`config.mk`:
```
export PLATFORM = sky130hd
export DESIGN_NAME = ren_tile_emitter_flat
export DESIGN_NICKNAME = d
export VERILOG_FILES = /design/src/rtl/ren_tile_emitter_if.sv /design/src/rtl/ren_tile_emitter.sv /design/src/flat_wrapper.sv
export SDC_FILE = /design/constraint.sdc
export NUM_CORES = 1
export LEC_CHECK = 0
export BUFFER_PORTS_ARGS = -buffer_cell sky130_fd_sc_hd__buf_2
export CORE_MARGIN = 2
export CORE_UTILIZATION = 55
export DETAILED_ROUTE_END_ITERATION = 8
export PLACE_DENSITY = 0.78
export RECOVER_POWER = 25
export SYNTH_ARGS = -nofsm -noshare
export SYNTH_HDL_FRONTEND = slang
export SYNTH_SLANG_ARGS = --single-unit
```
`constraint.sdc`:
```
create_clock -name clk -period 10.38 [get_ports clk]
set_clock_uncertainty 0.05 [all_clocks]
set_input_delay 1.038 -clock clk [delete_from_list [all_inputs] [get_ports clk]]
set_output_delay 1.038 -clock clk [all_outputs]
set_load 0.01 [all_outputs]
```
`src/rtl/ren_tile_emitter_if.sv`:
```
// Bbox-in / tile-out bundle for ren_tile_emitter.
// Master drives the bbox and the FIFO-full status; slave (the emitter) drives the rest.
// No storage; the handshakes are carried by the emitter itself.
interface ren_tile_emitter_if #(
  parameter int CW = 16
);
  logic          i_valid;
  logic [CW-1:0] i_min_x;
  logic [CW-1:0] i_min_y;
  logic [CW-1:0] i_max_x;
  logic [CW-1:0] i_max_y;
  logic          o_ready;
  logic          i_fifo_full_r;
  logic          o_fifo_write;
  logic [CW-1:0] o_tile_x;
  logic [CW-1:0] o_tile_y;
  logic [7:0]    o_tile_size;
  logic          o_busy;
  logic          o_done;

  modport master (
    output i_valid, i_min_x, i_min_y, i_max_x, i_max_y, i_fifo_full_r,
    input  o_ready, o_fifo_write, o_tile_x, o_tile_y, o_tile_size, o_busy, o_done
  );

  modport slave (
    input  i_valid, i_min_x, i_min_y, i_max_x, i_max_y, i_fifo_full_r,
    output o_ready, o_fifo_write, o_tile_x, o_tile_y, o_tile_size, o_busy, o_done
  );
endinterface

```
`src/rtl/ren_tile_emitter.sv`:
```
// Clamps a triangle bbox to the screen and emits every covered tile in raster order (x fastest).
// Latency: accept at T0, setup T0+1, first tile write T0+2, then one tile per cycle; done pulse after the last.
// Backpressure: a full raster FIFO or i_en low stalls the walk with position and outputs held.
module ren_tile_emitter #(
  parameter int SCREEN_W  = 640,
  parameter int SCREEN_H  = 480,
  parameter int TILE_SIZE = 16,
  parameter int CW        = 16
) (
  input  logic clk,
  input  logic rstn,
  input  logic i_en,
  ren_tile_emitter_if.slave bus
);

  typedef enum logic [1:0] {
    S_IDLE  = 2'd0,
    S_SETUP = 2'd1,
    S_EMIT  = 2'd2,
    S_DONE  = 2'd3
  } state_t;

  localparam logic [CW-1:0] XLIM  = CW'(SCREEN_W - 1);
  localparam logic [CW-1:0] YLIM  = CW'(SCREEN_H - 1);
  localparam logic [CW-1:0] TSTEP = CW'(TILE_SIZE);
  localparam logic [CW-1:0] AMASK = ~CW'(TILE_SIZE - 1);

  state_t        state_q, state_d;
  logic [CW-1:0] min_x_q, min_x_d, min_y_q, min_y_d;
  logic [CW-1:0] max_x_q, max_x_d, max_y_q, max_y_d;
  logic [CW-1:0] sx_q, sx_d, sy_q, sy_d, ex_q, ex_d, ey_q, ey_d;
  logic [CW-1:0] cur_x_q, cur_x_d, cur_y_q, cur_y_d;

  logic [CW-1:0] cmax_x, cmax_y;
  logic          box_empty;
  logic          accept;
  logic          write;
  logic          last_x, last_y;

  // Clamp, emptiness and handshake qualifiers shared by the FSM and datapath.
  always_comb begin
    cmax_x    = (max_x_q > XLIM) ? XLIM : max_x_q;
    cmax_y    = (max_y_q > YLIM) ? YLIM : max_y_q;
    box_empty = (min_x_q > cmax_x) || (min_y_q > cmax_y);
    accept    = (state_q == S_IDLE) && i_en && bus.i_valid;
    write     = (state_q == S_EMIT) && i_en && !bus.i_fifo_full_r;
    last_x    = (cur_x_q == ex_q);
    last_y    = (cur_y_q == ey_q);
  end

  // State register.
  always_ff @(posedge clk or negedge rstn) begin
    if (!rstn) begin
      state_q <= S_IDLE;
    end else begin
      state_q <= state_d;
    end
  end

  // Next-state logic; nothing moves while the block is disabled.
  always_comb begin
    state_d = state_q;
    if (i_en) begin
      unique case (state_q)
        S_IDLE:  if (bus.i_valid) state_d = S_SETUP;
        S_SETUP: state_d = box_empty ? S_DONE : S_EMIT;
        S_EMIT:  if (write && last_x && last_y) state_d = S_DONE;
        S_DONE:  state_d = S_IDLE;
        default: state_d = S_IDLE;
      endcase
    end
  end

  // Outputs decoded from state; tile coordinates come straight from the walk registers.
  always_comb begin
    bus.o_ready      = (state_q == S_IDLE) && i_en;
    bus.o_busy       = (state_q != S_IDLE);
    bus.o_fifo_write = write;
    bus.o_done       = (state_q == S_DONE) && i_en;
    bus.o_tile_x     = cur_x_q;
    bus.o_tile_y     = cur_y_q;
    bus.o_tile_size  = 8'(TILE_SIZE);
  end

  // Datapath next state: capture bbox, derive aligned bounds, step the raster walk.
  always_comb begin
    min_x_d = min_x_q;
    min_y_d = min_y_q;
    max_x_d = max_x_q;
    max_y_d = max_y_q;
    sx_d    = sx_q;
    sy_d    = sy_q;
    ex_d    = ex_q;
    ey_d    = ey_q;
    cur_x_d = cur_x_q;
    cur_y_d = cur_y_q;
    if (accept) begin
      min_x_d = bus.i_min_x;
      min_y_d = bus.i_min_y;
      max_x_d = bus.i_max_x;
      max_y_d = bus.i_max_y;
    end
    if ((state_q == S_SETUP) && i_en && !box_empty) begin
      sx_d    = min_x_q & AMASK;
      sy_d    = min_y_q & AMASK;
      ex_d    = cmax_x & AMASK;
      ey_d    = cmax_y & AMASK;
      cur_x_d = min_x_q & AMASK;
      cur_y_d = min_y_q & AMASK;
    end
    if (write) begin
      if (!last_x) begin
        cur_x_d = cur_x_q + TSTEP;
      end else if (!last_y) begin
        cur_x_d = sx_q;
        cur_y_d = cur_y_q + TSTEP;
      end
    end
  end

  // Datapath registers; reset discards any partial walk.
  always_ff @(posedge clk or negedge rstn) begin
    if (!rstn) begin
      min_x_q <= '0;
      min_y_q <= '0;
      max_x_q <= '0;
      max_y_q <= '0;
      sx_q    <= '0;
      sy_q    <= '0;
      ex_q    <= '0;
      ey_q    <= '0;
      cur_x_q <= '0;
      cur_y_q <= '0;
    end else begin
      min_x_q <= min_x_d;
      min_y_q <= min_y_d;
      max_x_q <= max_x_d;
      max_y_q <= max_y_d;
      sx_q    <= sx_d;
      sy_q    <= sy_d;
      ex_q    <= ex_d;
      ey_q    <= ey_d;
      cur_x_q <= cur_x_d;
      cur_y_q <= cur_y_d;
    end
  end

endmodule

```
`src/flat_wrapper.sv`:
```
// flat-port wrapper written by rule: the top's interface ports become plain ports
module ren_tile_emitter_flat 
#(
  parameter int SCREEN_W  = 640,
  parameter int SCREEN_H  = 480,
  parameter int TILE_SIZE = 16,
  parameter int CW        = 16
)
  (clk, rstn, i_en, bus_i_valid, bus_i_min_x, bus_i_min_y, bus_i_max_x, bus_i_max_y, bus_i_fifo_full_r, bus_o_ready, bus_o_fifo_write, bus_o_tile_x, bus_o_tile_y, bus_o_tile_size, bus_o_busy, bus_o_done);
  ren_tile_emitter_if #(.CW(CW)) bus_i ();
  input  logic clk;
  input  logic rstn;
  input  logic i_en;
  input wire logic [$bits(bus_i.i_valid)-1:0] bus_i_valid;
  input wire logic [$bits(bus_i.i_min_x)-1:0] bus_i_min_x;
  input wire logic [$bits(bus_i.i_min_y)-1:0] bus_i_min_y;
  input wire logic [$bits(bus_i.i_max_x)-1:0] bus_i_max_x;
  input wire logic [$bits(bus_i.i_max_y)-1:0] bus_i_max_y;
  input wire logic [$bits(bus_i.i_fifo_full_r)-1:0] bus_i_fifo_full_r;
  output wire logic [$bits(bus_i.o_ready)-1:0] bus_o_ready;
  output wire logic [$bits(bus_i.o_fifo_write)-1:0] bus_o_fifo_write;
  output wire logic [$bits(bus_i.o_tile_x)-1:0] bus_o_tile_x;
  output wire logic [$bits(bus_i.o_tile_y)-1:0] bus_o_tile_y;
  output wire logic [$bits(bus_i.o_tile_size)-1:0] bus_o_tile_size;
  output wire logic [$bits(bus_i.o_busy)-1:0] bus_o_busy;
  output wire logic [$bits(bus_i.o_done)-1:0] bus_o_done;
  assign bus_i.i_valid = bus_i_valid;
  assign bus_i.i_min_x = bus_i_min_x;
  assign bus_i.i_min_y = bus_i_min_y;
  assign bus_i.i_max_x = bus_i_max_x;
  assign bus_i.i_max_y = bus_i_max_y;
  assign bus_i.i_fifo_full_r = bus_i_fifo_full_r;
  assign bus_o_ready = bus_i.o_ready;
  assign bus_o_fifo_write = bus_i.o_fifo_write;
  assign bus_o_tile_x = bus_i.o_tile_x;
  assign bus_o_tile_y = bus_i.o_tile_y;
  assign bus_o_tile_size = bus_i.o_tile_size;
  assign bus_o_busy = bus_i.o_busy;
  assign bus_o_done = bus_i.o_done;
  ren_tile_emitter #(.SCREEN_W(SCREEN_W), .SCREEN_H(SCREEN_H), .TILE_SIZE(TILE_SIZE), .CW(CW)) u_core (.clk(clk), .rstn(rstn), .i_en(i_en), .bus(bus_i));
endmodule
```
==> results.rst, run 1 <==
.. list-table::
   :header-rows: 1

   * - Metric
     - Value
   * - Result of the run
     - finished, violations left
   * - Violated checks
     - max-capacitance violations, max-slew violations
   * - Sink count of the clock tree
     - 134
   * - Count of input and output buffers
     - 104
   * - Dominant combinational cell family by area after synthesis
     - simple AND/OR/NAND/NOR gates
   * - GRT Residual Overflow
     - 0
   * - Core area
     - 12060 sq um
   * - Die height
     - 115.5 microns
   * - Final wirelength
     - 15620 microns
   * - FP Rows
     - 40
   * - TritonCTS buffer count
     - 17
   * - DRC marker count from the first detailed-route iteration
     - 364
   * - Mean Syn Cell Area
     - 10.86 sq um
   * - Simple-gate portion of the synthesized area
     - 0.1402
   * - Number of buffers added to fix hold violations after cts
     - 0
   * - GR Util All Layers
     - 0.2549
   * - WP data required
     - 10640 ps
   * - Share of synthesized area occupied by flip-flops and latches
     - 0.4907
   * - Overall power after layout
     - 2.251 mW
   * - Main synth FF type
     - dfrtp_1
   * - Pins Over Slew Limit
     - 62
   * - Max-cap violation count
     - 1
   * - Relative max-transition margin
     - -1.154
   * - Total Negative Setup Slacks
     - 0 ps
   * - Total inserted antenna cells
     - 0
   * - Worst ir drop on vdd
     - 0.1718 mV
   * - Layout fillers
     - 952
   * - Width of the die
     - 115.5 microns
   * - Die Outline Area
     - 13330 sq um
   * - Min-Delay Path Class
     - reg2reg
   * - Max frequency
     - 248.0 MHz
   * - Final-report hold violation count
     - 0
   * - Most common library cell in the layout ignoring fill and taps
     - dfrtp_1
   * - Cell area after technology mapping
     - 6834 sq um
   * - DRC viols
     - 0
   * - Clock root buffer master
     - clkbuf_16
   * - Detailed-routing iteration count for the pre-antenna-repair pass
     - 4
   * - Area Growth Syn to Fin
     - 17.70%
   * - Via count of the first global-routing pass
     - 5385
   * - Number of synthesized flops with an enable pin
     - 0
   * - Most frequent cells in the layout
     - dfrtp_1, buf_2, nand2_1
   * - Number of resized instances in the post-cts repair step
     - 0
   * - Postcts setup bufs
     - 0
   * - CP max FO
     - 34
   * - Power density of the placed cells
     - 279.9 nW/um^2
   * - Crit. End Element
     - register
   * - Fraction of synthesized cell area in xor and xnor cells
     - 0.04357
   * - Vias per cell
     - 5.624
   * - Endpoint arrival time on the critical path
     - 4300 ps
   * - Final ANT Viol Nets
     - 0
   * - Leak
     - 3.925 nW
   * - Initial antenna violation count
     - 0
   * - Multiplexer area fraction after synthesis
     - 0.1190
   * - Clock latency reported for the late side of the worst-skew pair
     - 430 ps
   * - Synthesized-area fraction occupied by ao, oa, aoi and oai cells
     - 0.1016
   * - Final period utilization
     - 0.3885
   * - Worst Max-Slew Pin Slew
     - 3231 ps
   * - Distinct cells, synth
     - 59
   * - Clock transition at the registers of the reported paths
     - 60 ps
   * - Effective utilization at floorplan
     - 0.5666
   * - Maximum clock insertion buffer count
     - 2
   * - Vias post-DR
     - 5213
   * - Critical Setup Path Class
     - reg2reg
   * - Cells after Synth
     - 629
   * - Min Clock Period, post-route
     - 4032 ps
   * - Detailed-route wire length per cell
     - 16.85 microns
   * - Adder-Cell Fraction of Synth Area
     - 0.07140
   * - Category of the worst setup path launch point
     - register
   * - H-tree depth reported by CTS
     - 4
   * - RSZ-0062 raised after global routing
     - false
   * - First-pass GRT wire length
     - 26080 microns
   * - Share of layout cells above drive strength 1
     - 0.2767
   * - Final-report setup violation count
     - 0
   * - YS warnings
     - 0
   * - Worst hold slack
     - 429.4 ps
   * - Clock tree from TritonCTS
     - yes
   * - Global placer's final weighted congestion
     - 0.8683
   * - Net count reported at finish
     - 854
   * - Ports placed on the boundary
     - 113
   * - Pin count of the biggest net entering global routing
     - 75
   * - Async set or reset register ratio after synthesis
     - 1.000
   * - DP HPWL
     - 11220 microns
   * - Seq cells post-synth
     - 134
==> cells by family (layout without fill, tap and decap cells) <==
group           count (synthesis)  after routing
simple gates                  200            200
flops                         134            134
compound gates                100            100
mux                            73             73
buf+inv                        47            158
fa+ha+maj                      39             39
xor+xnor                       34             34
other cells                     2             21
==> power breakdown <==
part	switching (mW)	total (mW)	internal [mW]	leakage [nW]
clock	0.216	0.538	0.322	0.252
sequential	0.221	0.958	0.737	1.67
combinational	0.385	0.756	0.371	2.01
==> registers in the layout (all words and copies together) (netlist names) <==
| register | count |
|---|---|
| u_core.bus.o_tile_y | 16 |
| u_core.ex_q | 12 |
| u_core.ey_q | 12 |
| u_core.max_x_q | 16 |
| u_core.bus.o_tile_x | 16 |
| u_core.max_y_q | 16 |
| u_core.min_y_q | 16 |
| u_core.min_x_q | 16 |
| u_core.sx_q | 12 |
| u_core.state_q | 2 |
==> layer usage <==
metal  track usage  part of all wire
met5             0                 0
met1        0.3347              0.43
met3       0.09519             0.083
met4       0.09719             0.018
met2        0.3879              0.47
==> final timing paths <==
kind                               startpoint                      to  slack, ps  cells past startpoint
setup / recovery           u_core.max_x_q[10]  u_core.bus.o_tile_y[9]       6350                     13
hold / removal                 u_core.sx_q[6]          u_core.sx_q[6]        430                      2
setup reg to reg           u_core.max_x_q[10]  u_core.bus.o_tile_y[9]       6350                     13
hold reg to reg                u_core.sx_q[6]          u_core.sx_q[6]        430                      2
max in group asynchronous                rstn       u_core.max_x_q[9]       6410                      2
min in group asynchronous                rstn  u_core.bus.o_tile_x[1]       1630                      1
==> layout make-up <==
| type | count | area, sq um | share of cell area |
|---|---|---|---|
| clock buffer | 24 | 481.7 | 0.05988 |
| clock inverter | 8 | 50.05 | 0.006222 |
| inverter | 18 | 67.56 | 0.008399 |
| multi-input combinational | 467 | 3342 | 0.4155 |
| sequential | 134 | 3353 | 0.4169 |
| tap | 168 | 210.2 | 0.02613 |
| timing repair buffer | 108 | 539.3 | 0.06704 |
==> metrics by stage <==
stage,worst slack [ps],instance area [sq um],std cells,utilization
global placement,6602,7528,895,0.6242
detailed placement,6509,7528,895,0.6242
global route,5611,8044,927,0.6669
finish,6348,8044,927,0.6669
floorplan,7123,6905,648,-
CTS,6387,8060,927,0.6683
==> cells in the mapped netlist (4+ instances only) <==
master    number  area (sq um)
buf_4          8         60.06
nor2b_1        4         25.02
mux2_2        66         743.2
o221ai_1       5         43.79
o21ai_0       18         90.09
inv_1         18         67.56
nor4_1         6         37.54
nand3_1       20         100.1
xor2_1        23         201.4
and2_1        20         125.1
clkbuf_1      13         48.80
o221a_2        4         45.04
nand2_1       86         322.8
nand4_1        7         43.79
buf_2          6         30.03
a221oi_1       4         35.03
xnor2_1       11         96.34
dfrtp_1      134          3353
o22ai_1        9         56.30
nor2_1        28         105.1
and3_1         5         31.28
ha_1          39         488.0
a22oi_1        7         52.55
nor3_1         7         35.03
mux2i_1        7         70.07
a21oi_1       27         135.1
==> critical path, cell delays in order (launching register included) <==
cell	delay [ps]
dfrtp_1	370
nor4_1	380
nand3_1	340
inv_1	150
nand2_1	80
ha_1	340
a21oi_1	160
o21ai_0	110
a221oi_1	250
o221ai_1	270
a221oi_4	330
buf_4	410
nand2_1	290
o221a_2	360
No activity file was read; power rests on OpenSTA's default activity.
==> run 2, diff against run 1 <==
- clock period: 10.38 -> 3.9 ns (I/O delays scaled with it)
==> results.rst, run 2 (same netlist as run 1, synthesis figures left out) <==
.. list-table::
   :header-rows: 1

   * - Metric
     - Value
   * - Result of the run
     - finished, violations left
   * - Violated checks
     - max-capacitance violations, max-slew violations
   * - TritonCTS buffer count
     - 17
   * - Total Negative Setup Slacks
     - 0 ps
   * - GRT Residual Overflow
     - 0
   * - Relative max-transition margin
     - -0.1470
   * - Crit path top cell by count
     - o221ai_1
   * - FP Rows
     - 40
   * - Sink count of the clock tree
     - 134
   * - Clock root buffer master
     - clkbuf_16
   * - H-tree depth reported by CTS
     - 4
   * - Crit. End Element
     - register
   * - Global placer's final weighted congestion
     - 0.8919
   * - Worst hold slack
     - 140.0 ps
   * - Via count of the first global-routing pass
     - 5462
   * - Critical-path top delay cell
     - a221o_2
   * - Category of the worst setup path launch point
     - register
   * - Pin count of the biggest net entering global routing
     - 72
   * - Initial antenna violation count
     - 0
   * - CP max FO
     - 17
   * - DP HPWL
     - 11570 microns
   * - Worst Max-Slew Pin Slew
     - 1721 ps
   * - Max frequency
     - 283.0 MHz
   * - Leak
     - 4.043 nW
   * - Multi-input logic area
     - 3361 sq um
   * - Post-placement setup slack
     - 138.7 ps
   * - Cell area reported after detailed placement
     - 7579 sq um
   * - First-pass GRT wire length
     - 27200 microns
   * - Detailed-route wire length per cell
     - 17.53 microns
   * - RSZ-0062 raised after global routing
     - false
   * - Final ANT Viol Nets
     - 0
   * - Core area
     - 12060 sq um
   * - Family with the most delay on the worst path
     - compound AO/OA/AOI/OAI gates
   * - Number of placed instances with taps included
     - 900
   * - Overall power after layout
     - 6.392 mW
   * - Vias post-DR
     - 5275
   * - Total inserted antenna cells
     - 0
   * - GR Util All Layers
     - 0.2672
   * - Most frequent cells in the layout
     - dfrtp_1, buf_2, nand2_1
   * - Power density of the placed cells
     - 776.8 nW/um^2
   * - Stage delay of the slowest cell on the critical path
     - 560 ps
   * - Final period utilization
     - 0.9062
   * - Worst ir drop on vdd
     - 0.4348 mV
   * - Clock transition at the registers of the reported paths
     - 60 ps
   * - Area Growth Syn to Fin
     - 20.40%
   * - Final-report hold violation count
     - 0
   * - Endpoint arrival time on the critical path
     - 3770 ps
   * - Net count reported at finish
     - 859
   * - Post-route worst setup slack
     - 366.0 ps
   * - Count of input and output buffers
     - 104
   * - Register area
     - 3353 sq um
   * - WP data required
     - 4140 ps
   * - Die height
     - 115.5 microns
   * - Area of all placed cells without fillers
     - 8228 sq um
   * - Min-Delay Path Class
     - in2reg
   * - Share of layout cells above drive strength 1
     - 0.3037
   * - Worst R2R Setup Slack
     - 370 ps
   * - Width of the die
     - 115.5 microns
   * - Min Clock Period, post-route
     - 3534 ps
   * - Critical Path, Cell by Cell
     - nor4_2 > nand3_2 > inv_1 > nand2_1 > ha_1 > a21oi_1 > o21ai_0 > a221oi_1 > o221ai_1 > a221o_2 > buf_4 > o221ai_1 > o311ai_0
   * - Postcts setup bufs
     - 0
   * - Most common library cell in the layout ignoring fill and taps
     - dfrtp_1
   * - Final wirelength
     - 16340 microns
   * - Count of non-filler cells in the finished layout
     - 932
   * - Clock latency reported for the late side of the worst-skew pair
     - 430 ps
   * - DRC marker count from the first detailed-route iteration
     - 363
   * - Effective utilization at floorplan
     - 0.5666
   * - Maximum clock insertion buffer count
     - 2
   * - Die Outline Area
     - 13330 sq um
   * - Max-cap violation count
     - 2
   * - Clock tree from TritonCTS
     - yes
   * - Layout fillers
     - 925
   * - Final-report setup violation count
     - 0
   * - Ports placed on the boundary
     - 113
   * - Critical Setup Path Class
     - reg2reg
   * - Total buffers and inverters traversed by the critical path
     - 2
   * - Detailed-routing iteration count for the pre-antenna-repair pass
     - 5
   * - Pins Over Slew Limit
     - 137
   * - Final cell utilization of the core
     - 0.6822
   * - Vias per cell
     - 5.660
   * - DRC viols
     - 0
-- run 2: cell types whose count changed in the layout (fill, tap and decap cells not counted), sizes merged --
| cell | change |
|---|---|
| buf | +12 |
| clkbuf | -12 |
| bufinv | +5 |
-- run 2: cell type report --
cell class              instances  share of cell area
clock buffers                  19             0.05383
clock inverters                13             0.02479
inverters                      18            0.008212
multi-input cells             467              0.4085
flip-flops and latches        134              0.4075
well taps                     168             0.02555
repair buffers                113             0.07162
-- run 2: final timing paths --
check | start | endpoint | cells after the start
hold reg to reg | u_core.sx_q[15] | u_core.sx_q[15] | 2
min in group asynchronous | rstn | u_core.min_y_q[11] | 1
hold / removal | bus_i_min_y[9] | u_core.min_y_q[9] | 2
max in group asynchronous | rstn | u_core.max_x_q[4] | 2
setup / recovery | u_core.max_x_q[10] | u_core.bus.o_tile_y[8] | 13
setup reg to reg | u_core.max_x_q[10] | u_core.bus.o_tile_y[8] | 13
-- run 2: per-layer routing --
metal  routed length [microns]  share of wire  vias up  GRT usage
met3                      1308          0.080       26    0.08264
met5                         0              0        -          0
met1                      7021           0.43     2566     0.3531
met2                      7687           0.47      229     0.4148
li1                          -              -     2454          -
met4                       321          0.020        0     0.1052
-- run 2: worst register-to-register path: stages (launching register included) --
cell and delay (ps):
dfrtp_1 400, nor4_2 350, nand3_2 220, inv_1 120
nand2_1 80, ha_1 340, a21oi_1 130, o21ai_0 100
a221oi_1 250, o221ai_1 260, a221o_2 560, buf_4 230
o221ai_1 180, o311ai_0 150
-- run 2: report_power, final --
part           internal (mW)  leakage, nW  switching (mW)
registers               1.96         1.67           0.607
logic                   1.01         2.07            1.05
clock network           1.15        0.305           0.612
total                   4.12         4.04            2.27
-- run 2: timing repair --
action | 4_1_cts | 5_1_grt
setup endpoints to repair | 0 | 29
hold buffers | 0 | 0
gates resized for setup | 0 | 5
==> run 3, diff against run 2 <==
- ABC_AREA: unset -> 1
- REMOVE_ABC_BUFFERS: unset -> 1
==> results.rst, run 3 <==
.. list-table::
   :header-rows: 1

   * - Metric
     - Value
   * - Global placer's final weighted congestion
     - 0.8327
   * - Die height
     - 117.7 microns
   * - Worst R2R Setup Slack
     - 380 ps
   * - Width of the die
     - 117.7 microns
   * - Post-route worst setup slack
     - 377.9 ps
   * - Final period utilization
     - 0.9031
   * - Critical register-to-register path endpoint
     - u_core.bus.o_tile_x[9]
   * - Final wirelength
     - 14960 microns
   * - Pin count of the biggest net entering global routing
     - 77
   * - Sink count of the clock tree
     - 134
   * - Cells after Synth
     - 774
   * - Maximum clock insertion buffer count
     - 2
   * - Clock latency reported for the late side of the worst-skew pair
     - 420 ps
   * - GR Util All Layers
     - 0.2301
   * - FP Rows
     - 41
   * - Async set or reset register ratio after synthesis
     - 1.000
   * - Distinct cells, synth
     - 41
   * - Count of input and output buffers
     - 104
   * - Most common library cell in the layout ignoring fill and taps
     - nand2_1
   * - Ports placed on the boundary
     - 113
   * - RSZ-0062 raised after global routing
     - false
   * - Min Clock Period, post-route
     - 3522 ps
   * - R2R depth
     - 18
   * - Clock tree from TritonCTS
     - yes
   * - Violated checks
     - max-capacitance violations, max-slew violations
   * - Share of synthesized area occupied by flip-flops and latches
     - 0.4718
   * - Post-placement setup slack
     - 391.2 ps
   * - Dominant cell type by area after synthesis
     - dfrtp_1
   * - Final cell utilization of the core
     - 0.6597
   * - YS warnings
     - 0
   * - Cell area after technology mapping
     - 7107 sq um
   * - Effective utilization at floorplan
     - 0.5632
   * - Overall power after layout
     - 6.088 mW
   * - Main synth FF type
     - dfrtp_1
   * - Share of layout cells above drive strength 1
     - 0.2541
   * - GRT Residual Overflow
     - 0
   * - DRT met1 WL
     - 6845 microns
   * - Clock transition at the registers of the reported paths
     - 50 ps
   * - Detailed-routing iteration count for the pre-antenna-repair pass
     - 5
   * - Top cells by area in the synthesized netlist
     - dfrtp_1, mux2_2, nand2_1
   * - Final-report setup violation count
     - 0
   * - First-pass GRT wire length
     - 25450 microns
   * - Detailed-route wire length per cell
     - 13.89 microns
   * - Total Negative Setup Slacks
     - 0 ps
   * - Max-cap violation count
     - 1
   * - DRC marker count from the first detailed-route iteration
     - 325
   * - Power density of the placed cells
     - 731.2 nW/um^2
   * - Result of the run
     - finished, violations left
   * - Total inserted antenna cells
     - 0
   * - Min-Delay Path Class
     - in2reg
   * - Mean Syn Cell Area
     - 9.182 sq um
   * - Endpoint arrival time on the critical path
     - 3830 ps
   * - Worst Setup EP
     - u_core.bus.o_tile_x[9]
   * - Final-report hold violation count
     - 0
   * - Category of the worst setup path launch point
     - register
   * - Most frequent cell after synthesis
     - nand2_1
   * - TritonCTS buffer count
     - 17
   * - Seq cells post-synth
     - 134
   * - Die Outline Area
     - 13850 sq um
   * - Portion of synthesized cell area occupied by the leading cell type
     - 0.4718
   * - Via count of the first global-routing pass
     - 5392
   * - CP max FO
     - 20
   * - Area of all placed cells without fillers
     - 8325 sq um
   * - Critical Setup Path Class
     - reg2reg
   * - List of most frequent post-synthesis cells
     - nand2_1, dfrtp_1, inv_1, nor2_1, mux2_2
   * - Pins Over Slew Limit
     - 77
   * - Clock root buffer master
     - clkbuf_16
   * - Worst Max-Slew Pin Slew
     - 1959 ps
   * - Highest metal layer with signal wires
     - met4
   * - Met3 routed WL
     - 830 microns
   * - Worst setup path startpoint
     - u_core.max_y_q[15]
   * - WP data required
     - 4210 ps
   * - Max frequency
     - 283.9 MHz
   * - Most frequent cells in the layout
     - nand2_1, dfrtp_1, buf_2
   * - Worst ir drop on vdd
     - 0.4227 mV
   * - Vias per cell
     - 5.088
   * - Layout fillers
     - 1058
   * - Initial antenna violation count
     - 0
   * - Leak
     - 4.281 nW
   * - Startpoint of the worst register-to-register path
     - u_core.max_y_q[15]
   * - Area Growth Syn to Fin
     - 17.15%
   * - Vias post-DR
     - 5480
   * - H-tree depth reported by CTS
     - 4
   * - Final ANT Viol Nets
     - 0
   * - Core area
     - 12620 sq um
   * - DRC viols
     - 0
   * - Cell area reported after detailed placement
     - 7805 sq um
   * - Number of synthesized flops with an enable pin
     - 0
   * - Met2 wirelength from detailed routing
     - 7022 microns
   * - Crit. End Element
     - register
   * - Net count reported at finish
     - 1003
   * - Number of resized instances in the post-cts repair step
     - 0
   * - DP HPWL
     - 10600 microns
   * - Relative max-transition margin
     - -0.3062
==> run 3: cell types whose count changed after synthesis, sizes merged, moves of 7 or more <==
cell	delta
o21ai	+30
nor2	+50
nand2	+78
xor2	-9
inv	+61
clkbuf	-7
nand3	+21
and3	-9
and2	-22
mux2i	-7
==> run 3: area by class of cell <==
type                       instances  area [sq um]  area share
timing repair buffer             111         586.8     0.07048
clock inverter                     4         22.52    0.002705
multi-input combinational        551          3348      0.4022
clock buffer                      25         495.5     0.05951
tap                              172         215.2     0.02585
inverter                          80         304.0     0.03652
sequential                       134          3353      0.4028
==> run 3: how the worst min path moves through the flow <==
| stage | from | end | cells after the start |
|---|---|---|---|
| 3_3_place_gp | u_core.sx_q[6] | u_core.sx_q[6] | 2 |
| 4_1_cts | bus_i_max_x[11] | u_core.max_x_q[11] | 2 |
| 5_1_grt | bus_i_max_y[9] | u_core.max_y_q[9] | 2 |
| 6_report | bus_i_max_x[1] | u_core.max_x_q[1] | 2 |
| 2_1_floorplan | rstn | u_core.bus.o_tile_x[0] | 0 |
| 3_5_place_dp | u_core.sx_q[7] | u_core.sx_q[7] | 2 |
==> run 3: where the power goes <==
part | switching [mW] | total (mW) | internal (mW) | leakage [nW]
clock | 0.550 | 1.41 | 0.864 | 0.255
sequential | 0.547 | 2.54 | 1.99 | 1.64
combinational | 1.14 | 2.14 | 0.998 | 2.39
==> run 3: metrics by stage <==
step	hold slack, ps	instances
after floorplan	44.41	765
after global placement	405.7	1047
after detailed placement	408.6	1047
after CTS	132.9	1077
after global routing	132.2	1077
final	146.9	1077
==> run 3: metal layers <==
layer  global-route usage  up-vias
li1                     -     2756
met1               0.3091     2561
met2               0.3572      138
met3              0.06541       25
met4              0.08434        0
met5                    0        -
==> run 3: timing repair <==
item	4_1_cts	5_1_grt
hold buffers	1	0
buffers inserted	0	0
endpoints found under the hold margin	74	0
setup endpoints to repair	0	0
==> run 3: critical path, stage by stage, from the launching register on <==
cell,delay (ps)
dfrtp_1,370
nor4_1,290
nand2_1,100
a31oi_1,190
inv_1,150
nor2_1,160
ha_1,260
a21oi_1,170
o21a_1,140
nand2_1,50
nand2_1,50
nand2_1,40
nand2_1,190
nand3_2,420
inv_2,450
nand2_1,140
nand3_1,100
nand3_1,70
nand2_1,60
==> run 3: cells by family after synthesis <==
family                   count (synthesis)  synth area share
AND/OR/NAND/NOR                        316            0.1954
flip-flops                             134            0.4718
buffers and inverters                  108           0.06743
AO/OA/AOI/OAI                           87           0.06567
multiplexers                            61           0.09666
adder cells (fa/ha/maj)                 39           0.06866
XOR/XNOR                                27           0.03328
other                                    2          0.001057
